==> config.mk <==
export PLATFORM = sky130hd
export DESIGN_NAME = fft4_stream_flat
export DESIGN_NICKNAME = d
export VERILOG_FILES = /design/src/rtl/fft_pkg.sv /design/src/rtl/fft4_stream_if.sv /design/src/rtl/fft_bfly.sv /design/src/rtl/fft4_stream.sv /design/src/flat_wrapper.sv
export SDC_FILE = /design/constraint.sdc
export NUM_CORES = 1
export LEC_CHECK = 0
export ABC_AREA = 1
export CORE_ASPECT_RATIO = 1.4
export CORE_MARGIN = 5
export CORE_UTILIZATION = 54
export DETAILED_ROUTE_END_ITERATION = 16
export PLACE_DENSITY = 0.8
export REMOVE_ABC_BUFFERS = 1
export SKIP_CTS_REPAIR_TIMING = 1
export SLEW_MARGIN = 20
export SYNTH_ARGS = -nofsm -noshare
export SYNTH_HDL_FRONTEND = slang
export SYNTH_SLANG_ARGS = --single-unit
==> constraint.sdc <==
create_clock -name clk -period 2.2 [get_ports clk]
set_input_delay 0.44 -clock clk [delete_from_list [all_inputs] [get_ports clk]]
set_output_delay 0.44 -clock clk [all_outputs]
set_load 0.005 [all_outputs]
==> src/rtl/fft_pkg.sv <==
// Shared types and constants for the 4-point streaming FFT.
// Imported by the interface, butterfly and top.
package fft_pkg;

    typedef enum logic [1:0] {
        LOAD,
        STAGE1,
        STAGE2,
        OUTPUT
    } state_t;

    localparam int NPOINT = 4;
    localparam int GROWTH = 2;

endpackage

==> src/rtl/fft4_stream_if.sv <==
// Sample-in / result-out handshake bundle for fft4_stream.
// slave = the transform block, master = the producer/consumer side.
interface fft4_stream_if #(
    parameter int DW = 8
);
    import fft_pkg::*;

    localparam int OW = DW + GROWTH;

    logic                 in_valid;
    logic                 in_ready;
    logic signed [DW-1:0] in_re;
    logic signed [DW-1:0] in_im;
    logic                 out_valid;
    logic                 out_ready;
    logic signed [OW-1:0] out_re;
    logic signed [OW-1:0] out_im;
    logic [1:0]           out_idx;

    modport master (
        output in_valid, in_re, in_im, out_ready,
        input  in_ready, out_valid, out_re, out_im, out_idx
    );

    modport slave (
        input  in_valid, in_re, in_im, out_ready,
        output in_ready, out_valid, out_re, out_im, out_idx
    );

endinterface

==> src/rtl/fft_bfly.sv <==
// Complex radix-2 butterfly: sum and difference with one bit of growth.
// Operands are sign-extended before the add/sub so nothing can wrap.
module fft_bfly #(
    parameter int W = 8
) (
    input  logic signed [W-1:0] a_re_i,
    input  logic signed [W-1:0] a_im_i,
    input  logic signed [W-1:0] b_re_i,
    input  logic signed [W-1:0] b_im_i,
    output logic signed [W:0]   s_re_o,
    output logic signed [W:0]   s_im_o,
    output logic signed [W:0]   d_re_o,
    output logic signed [W:0]   d_im_o
);

    logic signed [W:0] a_re;
    logic signed [W:0] a_im;
    logic signed [W:0] b_re;
    logic signed [W:0] b_im;

    assign a_re = {a_re_i[W-1], a_re_i};
    assign a_im = {a_im_i[W-1], a_im_i};
    assign b_re = {b_re_i[W-1], b_re_i};
    assign b_im = {b_im_i[W-1], b_im_i};

    assign s_re_o = a_re + b_re;
    assign s_im_o = a_im + b_im;
    assign d_re_o = a_re - b_re;
    assign d_im_o = a_im - b_im;

endmodule

==> src/rtl/fft4_stream.sv <==
// Streaming 4-point DFT: load 4 samples, two butterfly stages, emit 4 bins.
// Define FFT4_STREAM_INVERSE_EN to add the 'inverse' port (unscaled IDFT).
module fft4_stream
    import fft_pkg::*;
#(
    parameter int DW = 8
) (
    input  logic         clk,
    input  logic         rst_n,
`ifdef FFT4_STREAM_INVERSE_EN
    input  logic         inverse,
`endif
    fft4_stream_if.slave s,
    output logic         busy
);

    localparam int OW = DW + GROWTH;
    localparam int SW = DW + 1;

    state_t               state_q;
    logic [1:0]           cnt_q;
    logic [1:0]           idx_q;
    logic                 in_ready_q;
    logic                 out_valid_q;
    logic                 busy_q;
    logic                 inv_q;
    logic                 inv_d;
    logic signed [OW-1:0] out_re_q;
    logic signed [OW-1:0] out_im_q;

    logic signed [DW-1:0] x_re_q [NPOINT];
    logic signed [DW-1:0] x_im_q [NPOINT];
    logic signed [SW-1:0] a_re_q, a_im_q, b_re_q, b_im_q;
    logic signed [SW-1:0] c_re_q, c_im_q, d_re_q, d_im_q;
    logic signed [OW-1:0] f_re_q [NPOINT];
    logic signed [OW-1:0] f_im_q [NPOINT];

    logic signed [SW-1:0] a_re_d, a_im_d, b_re_d, b_im_d;
    logic signed [SW-1:0] c_re_d, c_im_d, d_re_d, d_im_d;
    logic signed [SW-1:0] m_im;
    logic signed [OW-1:0] f0_re, f0_im, f1_re, f1_im;
    logic signed [OW-1:0] f2_re, f2_im, f3_re, f3_im;

`ifdef FFT4_STREAM_INVERSE_EN
    assign inv_d = inverse;
`else
    assign inv_d = 1'b0;
`endif

    fft_bfly #(.W(DW)) u_s1_ac (
        .a_re_i(x_re_q[0]), .a_im_i(x_im_q[0]),
        .b_re_i(x_re_q[2]), .b_im_i(x_im_q[2]),
        .s_re_o(a_re_d),    .s_im_o(a_im_d),
        .d_re_o(b_re_d),    .d_im_o(b_im_d)
    );

    fft_bfly #(.W(DW)) u_s1_bd (
        .a_re_i(x_re_q[1]), .a_im_i(x_im_q[1]),
        .b_re_i(x_re_q[3]), .b_im_i(x_im_q[3]),
        .s_re_o(c_re_d),    .s_im_o(c_im_d),
        .d_re_o(d_re_d),    .d_im_o(d_im_d)
    );

    fft_bfly #(.W(SW)) u_s2_even (
        .a_re_i(a_re_q), .a_im_i(a_im_q),
        .b_re_i(c_re_q), .b_im_i(c_im_q),
        .s_re_o(f0_re),  .s_im_o(f0_im),
        .d_re_o(f2_re),  .d_im_o(f2_im)
    );

    // -j*d = d.im - j*d.re; the negation fits since |d.re| < 2**DW
    assign m_im = -d_re_q;

    fft_bfly #(.W(SW)) u_s2_odd (
        .a_re_i(b_re_q), .a_im_i(b_im_q),
        .b_re_i(d_im_q), .b_im_i(m_im),
        .s_re_o(f1_re),  .s_im_o(f1_im),
        .d_re_o(f3_re),  .d_im_o(f3_im)
    );

    always_ff @(posedge clk or negedge rst_n) begin
        if (!rst_n) begin
            state_q     <= LOAD;
            cnt_q       <= '0;
            idx_q       <= '0;
            in_ready_q  <= 1'b1;
            out_valid_q <= 1'b0;
            busy_q      <= 1'b0;
            inv_q       <= 1'b0;
            out_re_q    <= '0;
            out_im_q    <= '0;
            a_re_q      <= '0;
            a_im_q      <= '0;
            b_re_q      <= '0;
            b_im_q      <= '0;
            c_re_q      <= '0;
            c_im_q      <= '0;
            d_re_q      <= '0;
            d_im_q      <= '0;
            for (int i = 0; i < NPOINT; i++) begin
                x_re_q[i] <= '0;
                x_im_q[i] <= '0;
                f_re_q[i] <= '0;
                f_im_q[i] <= '0;
            end
        end else begin
            unique case (state_q)
                LOAD: begin
                    if (s.in_valid) begin
                        x_re_q[cnt_q] <= s.in_re;
                        x_im_q[cnt_q] <= s.in_im;
                        cnt_q         <= cnt_q + 2'd1;
                        if (cnt_q == 2'd0) inv_q <= inv_d;
                        if (cnt_q == 2'd3) begin
                            state_q    <= STAGE1;
                            in_ready_q <= 1'b0;
                            busy_q     <= 1'b1;
                        end
                    end
                end
                STAGE1: begin
                    a_re_q  <= a_re_d;
                    a_im_q  <= a_im_d;
                    b_re_q  <= b_re_d;
                    b_im_q  <= b_im_d;
                    c_re_q  <= c_re_d;
                    c_im_q  <= c_im_d;
                    d_re_q  <= d_re_d;
                    d_im_q  <= d_im_d;
                    state_q <= STAGE2;
                end
                STAGE2: begin
                    // Swapping X1/X3 turns the forward kernel into the IDFT
                    f_re_q[0]   <= f0_re;
                    f_im_q[0]   <= f0_im;
                    f_re_q[2]   <= f2_re;
                    f_im_q[2]   <= f2_im;
                    f_re_q[1]   <= inv_q ? f3_re : f1_re;
                    f_im_q[1]   <= inv_q ? f3_im : f1_im;
                    f_re_q[3]   <= inv_q ? f1_re : f3_re;
                    f_im_q[3]   <= inv_q ? f1_im : f3_im;
                    out_re_q    <= f0_re;
                    out_im_q    <= f0_im;
                    idx_q       <= 2'd0;
                    out_valid_q <= 1'b1;
                    state_q     <= OUTPUT;
                end
                OUTPUT: begin
                    if (s.out_ready) begin
                        if (idx_q == 2'd3) begin
                            idx_q       <= 2'd0;
                            out_valid_q <= 1'b0;
                            in_ready_q  <= 1'b1;
                            busy_q      <= 1'b0;
                            state_q     <= LOAD;
                        end else begin
                            idx_q    <= idx_q + 2'd1;
                            out_re_q <= f_re_q[idx_q + 2'd1];
                            out_im_q <= f_im_q[idx_q + 2'd1];
                        end
                    end
                end
                default: state_q <= LOAD;
            endcase
        end
    end

    assign s.in_ready  = in_ready_q;
    assign s.out_valid = out_valid_q;
    assign s.out_re    = out_re_q;
    assign s.out_im    = out_im_q;
    assign s.out_idx   = idx_q;
    assign busy        = busy_q;

endmodule

==> src/flat_wrapper.sv <==
// flat-port wrapper written by rule: the top's interface ports become plain ports
module fft4_stream_flat import fft_pkg::*;
#(
    parameter int DW = 8
)
  (clk, rst_n, busy, s_in_valid, s_in_re, s_in_im, s_out_ready, s_in_ready, s_out_valid, s_out_re, s_out_im, s_out_idx);
  fft4_stream_if #(.DW(DW)) s_i ();
  input  logic clk;
  input  logic rst_n;
  output logic busy;
  input wire logic [$bits(s_i.in_valid)-1:0] s_in_valid;
  input wire logic [$bits(s_i.in_re)-1:0] s_in_re;
  input wire logic [$bits(s_i.in_im)-1:0] s_in_im;
  input wire logic [$bits(s_i.out_ready)-1:0] s_out_ready;
  output wire logic [$bits(s_i.in_ready)-1:0] s_in_ready;
  output wire logic [$bits(s_i.out_valid)-1:0] s_out_valid;
  output wire logic [$bits(s_i.out_re)-1:0] s_out_re;
  output wire logic [$bits(s_i.out_im)-1:0] s_out_im;
  output wire logic [$bits(s_i.out_idx)-1:0] s_out_idx;
  assign s_i.in_valid = s_in_valid;
  assign s_i.in_re = s_in_re;
  assign s_i.in_im = s_in_im;
  assign s_i.out_ready = s_out_ready;
  assign s_in_ready = s_i.in_ready;
  assign s_out_valid = s_i.out_valid;
  assign s_out_re = s_i.out_re;
  assign s_out_im = s_i.out_im;
  assign s_out_idx = s_i.out_idx;
  fft4_stream #(.DW(DW)) u_core (.clk(clk), .rst_n(rst_n), .s(s_i), .busy(busy));
endmodule
; ---- Word-level counts from Yosys, hierarchy flattened
; Cells that the tools add are included.
[op_classes]
n_addsub = 19
n_lt_le_gt_ge = 3
eq_ne = 10
muxes = 35
n_bitwise = 2
n_reduce_logical = 10
[op_table]
columns = cell, n
row1 = 2-to-1 mux 10 bit, 8
row2 = bitwise mux 32 bit, 2
row3 = adder 9 x 9 -> 10 bit, 4
row4 = binary-select mux 10 bit (select 2 bit), 2
row5 = case mux 10 bit (2 select lines), 2
row6 = subtractor 9 x 9 -> 10 bit, 4
row7 = adder 8 x 8 -> 9 bit, 4
row8 = subtractor 8 x 8 -> 9 bit, 4
row9 = demux 8 bit (select 2 bit), 1
row10 = 2-to-1 mux 2 bit, 6
row11 = negator 9 bit, 1
row12 = "equality test 2 bit, second input constant", 4
row13 = 2-to-1 mux 1 bit, 8
row14 = 2-to-1 mux 8 bit, 1
row15 = case mux 2 bit (4 select lines), 1
row16 = "greater-or-equal comparator 3 bit, second input constant", 2
row17 = "!= test 2 bit, second input constant", 3
row18 = NOT 2 -> 3 bit, 2
row19 = case mux 1 bit (2 select lines), 3
row20 = AND reduction 3 bit, 2
row21 = AND reduction 5 bit, 1
row22 = "adder 2 x 1 -> 2 bit, second input constant", 2
row23 = "!= test 2 x 1 -> 1 bit, second input constant", 2
row24 = case mux 2 bit (2 select lines), 1
row25 = other kinds (7), 9
[word_totals]
reg_bits = 245

; ---- Longest topological paths before layout
[depth]
ltp_word = 8
mapped_depth = 18
mapped_depth_nobuf = 17

; ---- Hierarchy
; Synthesis repeated with hierarchy kept, for this count alone.
[hier_totals]
cells_unflattened = 2373
hier_area_um2 = 17468.0
[modules_own_cells]
columns = module, n_inst, cells_each, area_per_inst_um2, seq_area_each_um2
row1 = fft4_stream, 1, 1122, 10403.7, 6132.1
row2 = fft_bfly (u_core.u_s2_odd), 1, 332, 1908.1, 0.0
row3 = fft_bfly (u_core.u_s2_even), 1, 319, 1838.0, 0.0
row4 = fft_bfly (u_core.u_s1_ac), 1, 300, 1664.1, 0.0
row5 = fft_bfly (u_core.u_s1_bd), 1, 300, 1654.1, 0.0

; ---- Worst setup path before layout
; No wires, ideal clock.
[synth_path]
path_type = register to register
start = reg u_core.d_re_q[0]
end = reg u_core.f_im_q[27] (netlist bit)
setup_time_ps = 118
t_arrival_ps = 2195
t_required_ps = 2082
slack_ps = -113
stages_incl_launch_ff = 17
n_path_buf = 1
path_cell_list = dfrtp_1 inv_1 ha_1 nand3_1 nor2_1 nand2_1 xor2_1 inv_1 ha_1 buf_2 nand2_1 inv_1 nand2_1 nand3_1 or2_2 nand3_1 nand2_1
[synth_via]
elab_chain_cells = 2
[synth_lines]
columns = element, line_no
row1 = from (decl), fft4_stream.sv:34  ; logic signed [SW-1:0] c_re_q, c_im_q, d_re_q, d_im_q;
row2 = from (signal assigned), fft4_stream.sv:128  ; d_re_q <= d_re_d;
row3 = negator 9 bit, fft4_stream.sv:72  ; assign m_im = -d_re_q;
row4 = adder 9 x 9 -> 10 bit, fft_bfly.sv:27  ; assign s_im_o = a_im + b_im;
row5 = to (decl), fft4_stream.sv:36  ; logic signed [OW-1:0] f_im_q [NPOINT];
; Every way passes these cells.
; A chain may end at the register's enable or synchronous reset.

; ---- Worst setup path in the final report
[layout_path]
start = reg u_core.d_re_q[1]
end = reg u_core.f_im_q[8] (netlist bit)
[layout_via]
elab_chain_cells = 2
[layout_lines]
columns = element, line_no
row1 = negator 9 bit, fft4_stream.sv:72
row2 = subtractor 9 x 9 -> 10 bit, fft_bfly.sv:29  ; assign d_im_o = a_im - b_im;
; Every way passes these cells.

==> results by group <==
Clocking
  – Clock-pin slew on the worst setup and hold paths: 0.07 ns
  – CTS H-tree lvls: 1
  – CTS Buffer Depth: 3
  – Clk root buf: clkbuf_16
  – CTS tree: yes
  – Number of buffers created by CTS: 25
  – Worst-Skew Late Latency: 0.54 ns
  – Clock Sinks: 237

STA
  – Fmax: 428 MHz
  – Final setup fails: 5
  – Fin. max-slew vios: 0
  – Hold Slack: 0.467 ns
  – Final Hold Fails: 0
  – Final setup TNS: -0.459 ns
  – Final worst slack: -0.138 ns
  – RSZ-0062 raised after global routing: true
  – Final period utilization: 1.06
  – Clock Skews: 0.00966 ns
  – Minimum clock period: 2.34 ns
  – Worst-Margin Slew: 0.627 ns
  – Max transition margin: 0.582

Critical path
  – Worst setup SP type: flip-flop
  – Arr. time, crit path: 2.80 ns
  – Crit. End Element: flip-flop
  – CP max FO: 2
  – Critical path class: reg2reg
  – CP required: 2.67 ns

Global route
  – Largest net degree at the start of global routing: 84
  – GRT Total Usage: 0.237
  – GRT overflow: 0
  – Antenna violations before repair: 0
  – Vias in the first global route: 13.2k
  – First-pass GRT wire length: 64600 um

Min path
  – Min-delay worst type: in2async

Floorplanning
  – Die area: 32500 um2
  – Core Area: 28500 um2
  – Initial core utilization: 0.549
  – Die Span Y: 211 um
  – FP Rows: 73
  – DIE WIDTH: 154 um
  – Io pins: 45

Routing
  – Routed vias: 13.7k
  – Vias per cell: 5.43
  – DRC violations left: 0
  – TritonRoute pass-1 iters: 5
  – WL final: 39300 um
  – Wirelength per Cell: 15.5 um
  – DR iter-0 viols: 937
  – Final ANT Viol Nets: 0

Synthesis
  – Async SR Flop Fraction: 1.00
  – Mapped Area: 15700 um2
  – Seq cells post-synth: 237
  – Cell count after synthesis: 2082
  – Average size of a mapped cell: 7.52 um2
  – Synth cell types: 42
  – Post-synth EDFFs: 0
  – Register area share after synthesis: 0.379
  – YS warnings: 0
  – Top_reg_cell synth: dfrtp_1

Run
  – Max-cap violation count: 0

Outcome
  – Status: finished, violations left
  – Violated checks: negative setup slack

Cells and area
  – Fin nets: 2322
  – Fraction of layout instances using a drive strength above 1: 0.0933
  – Area grow syn2layout: 15.1%
  – Final Non-Filler Cells: 2529
  – Post-route cell area: 18000 um2
  – Antenna fix cells: 0

Placed design
  – Port Buf Inserts: 44
  – GPL Wtd Cong: 0.899
  – DP Wirelength: 29100 um
  – Post-Place Cell Area: 16800 um2
  – Placed Instances: 2477
-- routing by layer --
metal  GRT usage  wire length [um]  up-vias
met5           0                 0        -
met3      0.0219              1700       76
li1            -                 -     6811
met2       0.419             19600      345
met1       0.309             16800     6501
met4      0.0734              1180        0
-- per-stage QoR --
step | utilization | worst slack, ns
CTS | 0.619 | -0.282
floorplan | - | -1.58
global route | 0.632 | -0.319
global placement | 0.588 | -0.178
finish | 0.632 | -0.138
detailed placement | 0.588 | -0.223
-- cells in the final DEF, fill, tap and decap left out, types with 10 or more instances in the layout --
master and n:
ha_1 135, o22ai_1 18, a21oi_1 84, a31oi_1 18, dfrtp_1 235, nand2_1 534
inv_1 258, nor3_1 11, nor2_1 135, o211ai_1 10, o21bai_1 11, clkbuf_16 25
xor2_1 23, o21ai_1 32, buf_12 11, inv_2 30, nand3_1 122, o21ai_0 219
buf_4 54, nand4_1 23, ha_4 10, fa_1 15, clkdlybuf4s50_1 43
-- sequential cells by signal, summed over array words and instances (netlist names), 8 cells and up --
| name | cells |
|---|---|
| u_core.f_im_q | 38 |
| u_core.f_re_q | 38 |
| u_core.x_im_q | 32 |
| u_core.x_re_q | 32 |
| u_core.s.out_im | 10 |
| u_core.s.out_re | 10 |
| u_core.a_re_q | 9 |
| u_core.b_im_q | 9 |
| u_core.d_im_q | 9 |
| u_core.d_re_q | 9 |
| u_core.a_im_q | 8 |
| u_core.b_re_q | 8 |
| u_core.c_im_q | 8 |
| u_core.c_re_q | 8 |
-- cell type report --
type	count	area (um2)
Clock buffer	30	674
Sequential cell	237	5930
Multi-Input combinational cell	1472	8540
Inverter	289	1090
Timing Repair Buffer	112	1100
Fill cell	2491	10500
Tap cell	375	469
Clock inverter	14	213
-- kinds of logic (layout without fill, tap and decap cells) --
kind of cell	Yosys count	after routing	synth area share
AO/OA/AOI/OAI	426	426	0.148
XOR/XNOR	29	29	0.0162
adder cells (fa/ha/maj)	165	165	0.140
buffers and inverters	373	445	0.0948
flip-flops	237	237	0.379
AND/OR/NAND/NOR	852	852	0.222
-- path summary, 6_finish.rpt --
| check | cells after the start | slack (ns) | startpoint | to |
|---|---|---|---|---|
| worst max-delay path | 16 | -0.14 | u_core.d_re_q[1]$_DFFE_PN0N_ | u_core.f_im_q[8]$_DFFE_PN0P_ |
| worst min register to register | 2 | 0.48 | u_core.s.out_re[8]$_DFFE_PN0P_ | u_core.s.out_re[8]$_DFFE_PN0P_ |
| worst max register to register | 16 | -0.14 | u_core.d_re_q[1]$_DFFE_PN0N_ | u_core.f_im_q[8]$_DFFE_PN0P_ |
| max in group asynchronous | 3 | 1.03 | rst_n | u_core.s.in_ready$_DFFE_PN1P_ |
| min in group clk | 2 | 0.48 | u_core.s.out_re[8]$_DFFE_PN0P_ | u_core.s.out_re[8]$_DFFE_PN0P_ |
| worst min-delay path | 2 | 0.47 | rst_n | u_core.x_im_q[14]$_DFFE_PN0P_ |
-- synthesized netlist by cell type, types with 3 or more instances --
| master | number | area (um2) |
|---|---|---|
| a21o_1 | 4 | 30.0 |
| nand2_2 | 3 | 18.8 |
| xor2_1 | 27 | 236 |
| buf_4 | 6 | 45.0 |
| nand3b_1 | 3 | 22.5 |
| a31oi_1 | 19 | 119 |
| o21ai_1 | 27 | 135 |
| o21bai_1 | 11 | 82.6 |
| a21boi_0 | 5 | 37.5 |
| or2_2 | 3 | 18.8 |
| o211ai_1 | 10 | 75.1 |
| nor3_1 | 12 | 60.1 |
| nor2_1 | 138 | 518 |
| nand4_1 | 23 | 144 |
| a21oi_2 | 5 | 43.8 |
| inv_2 | 19 | 71.3 |
| o21ai_0 | 226 | 1130 |
| nand2_1 | 540 | 2030 |
| dfrtp_1 | 236 | 5910 |
| fa_1 | 16 | 320 |
| a21oi_1 | 87 | 435 |
| inv_1 | 270 | 1010 |
| nand3_1 | 126 | 631 |
| a22oi_1 | 4 | 30.0 |
| buf_2 | 33 | 165 |
| o22ai_1 | 18 | 113 |
| clkbuf_2 | 4 | 20.0 |
| clkbuf_1 | 36 | 135 |
| ha_1 | 149 | 1860 |
| buf_1 | 3 | 11.3 |
-- critical path: stages (launching register included) --
cell,delay (ns)
dfrtp_1,0.39
inv_2,0.09
buf_6,0.11
nand3_4,0.08
nor3_4,0.16
nand2_1,0.09
nor2_1,0.16
xor2_1,0.24
buf_4,0.18
inv_4,0.04
ha_4,0.14
o21bai_1,0.15
a21oi_1,0.11
nand2_1,0.08
nand2_1,0.06
nand2_1,0.05
o21ai_1,0.12
Power is not shown: default switching activity piles up to over one toggle a cycle in this logic, so the estimate is an artifact.
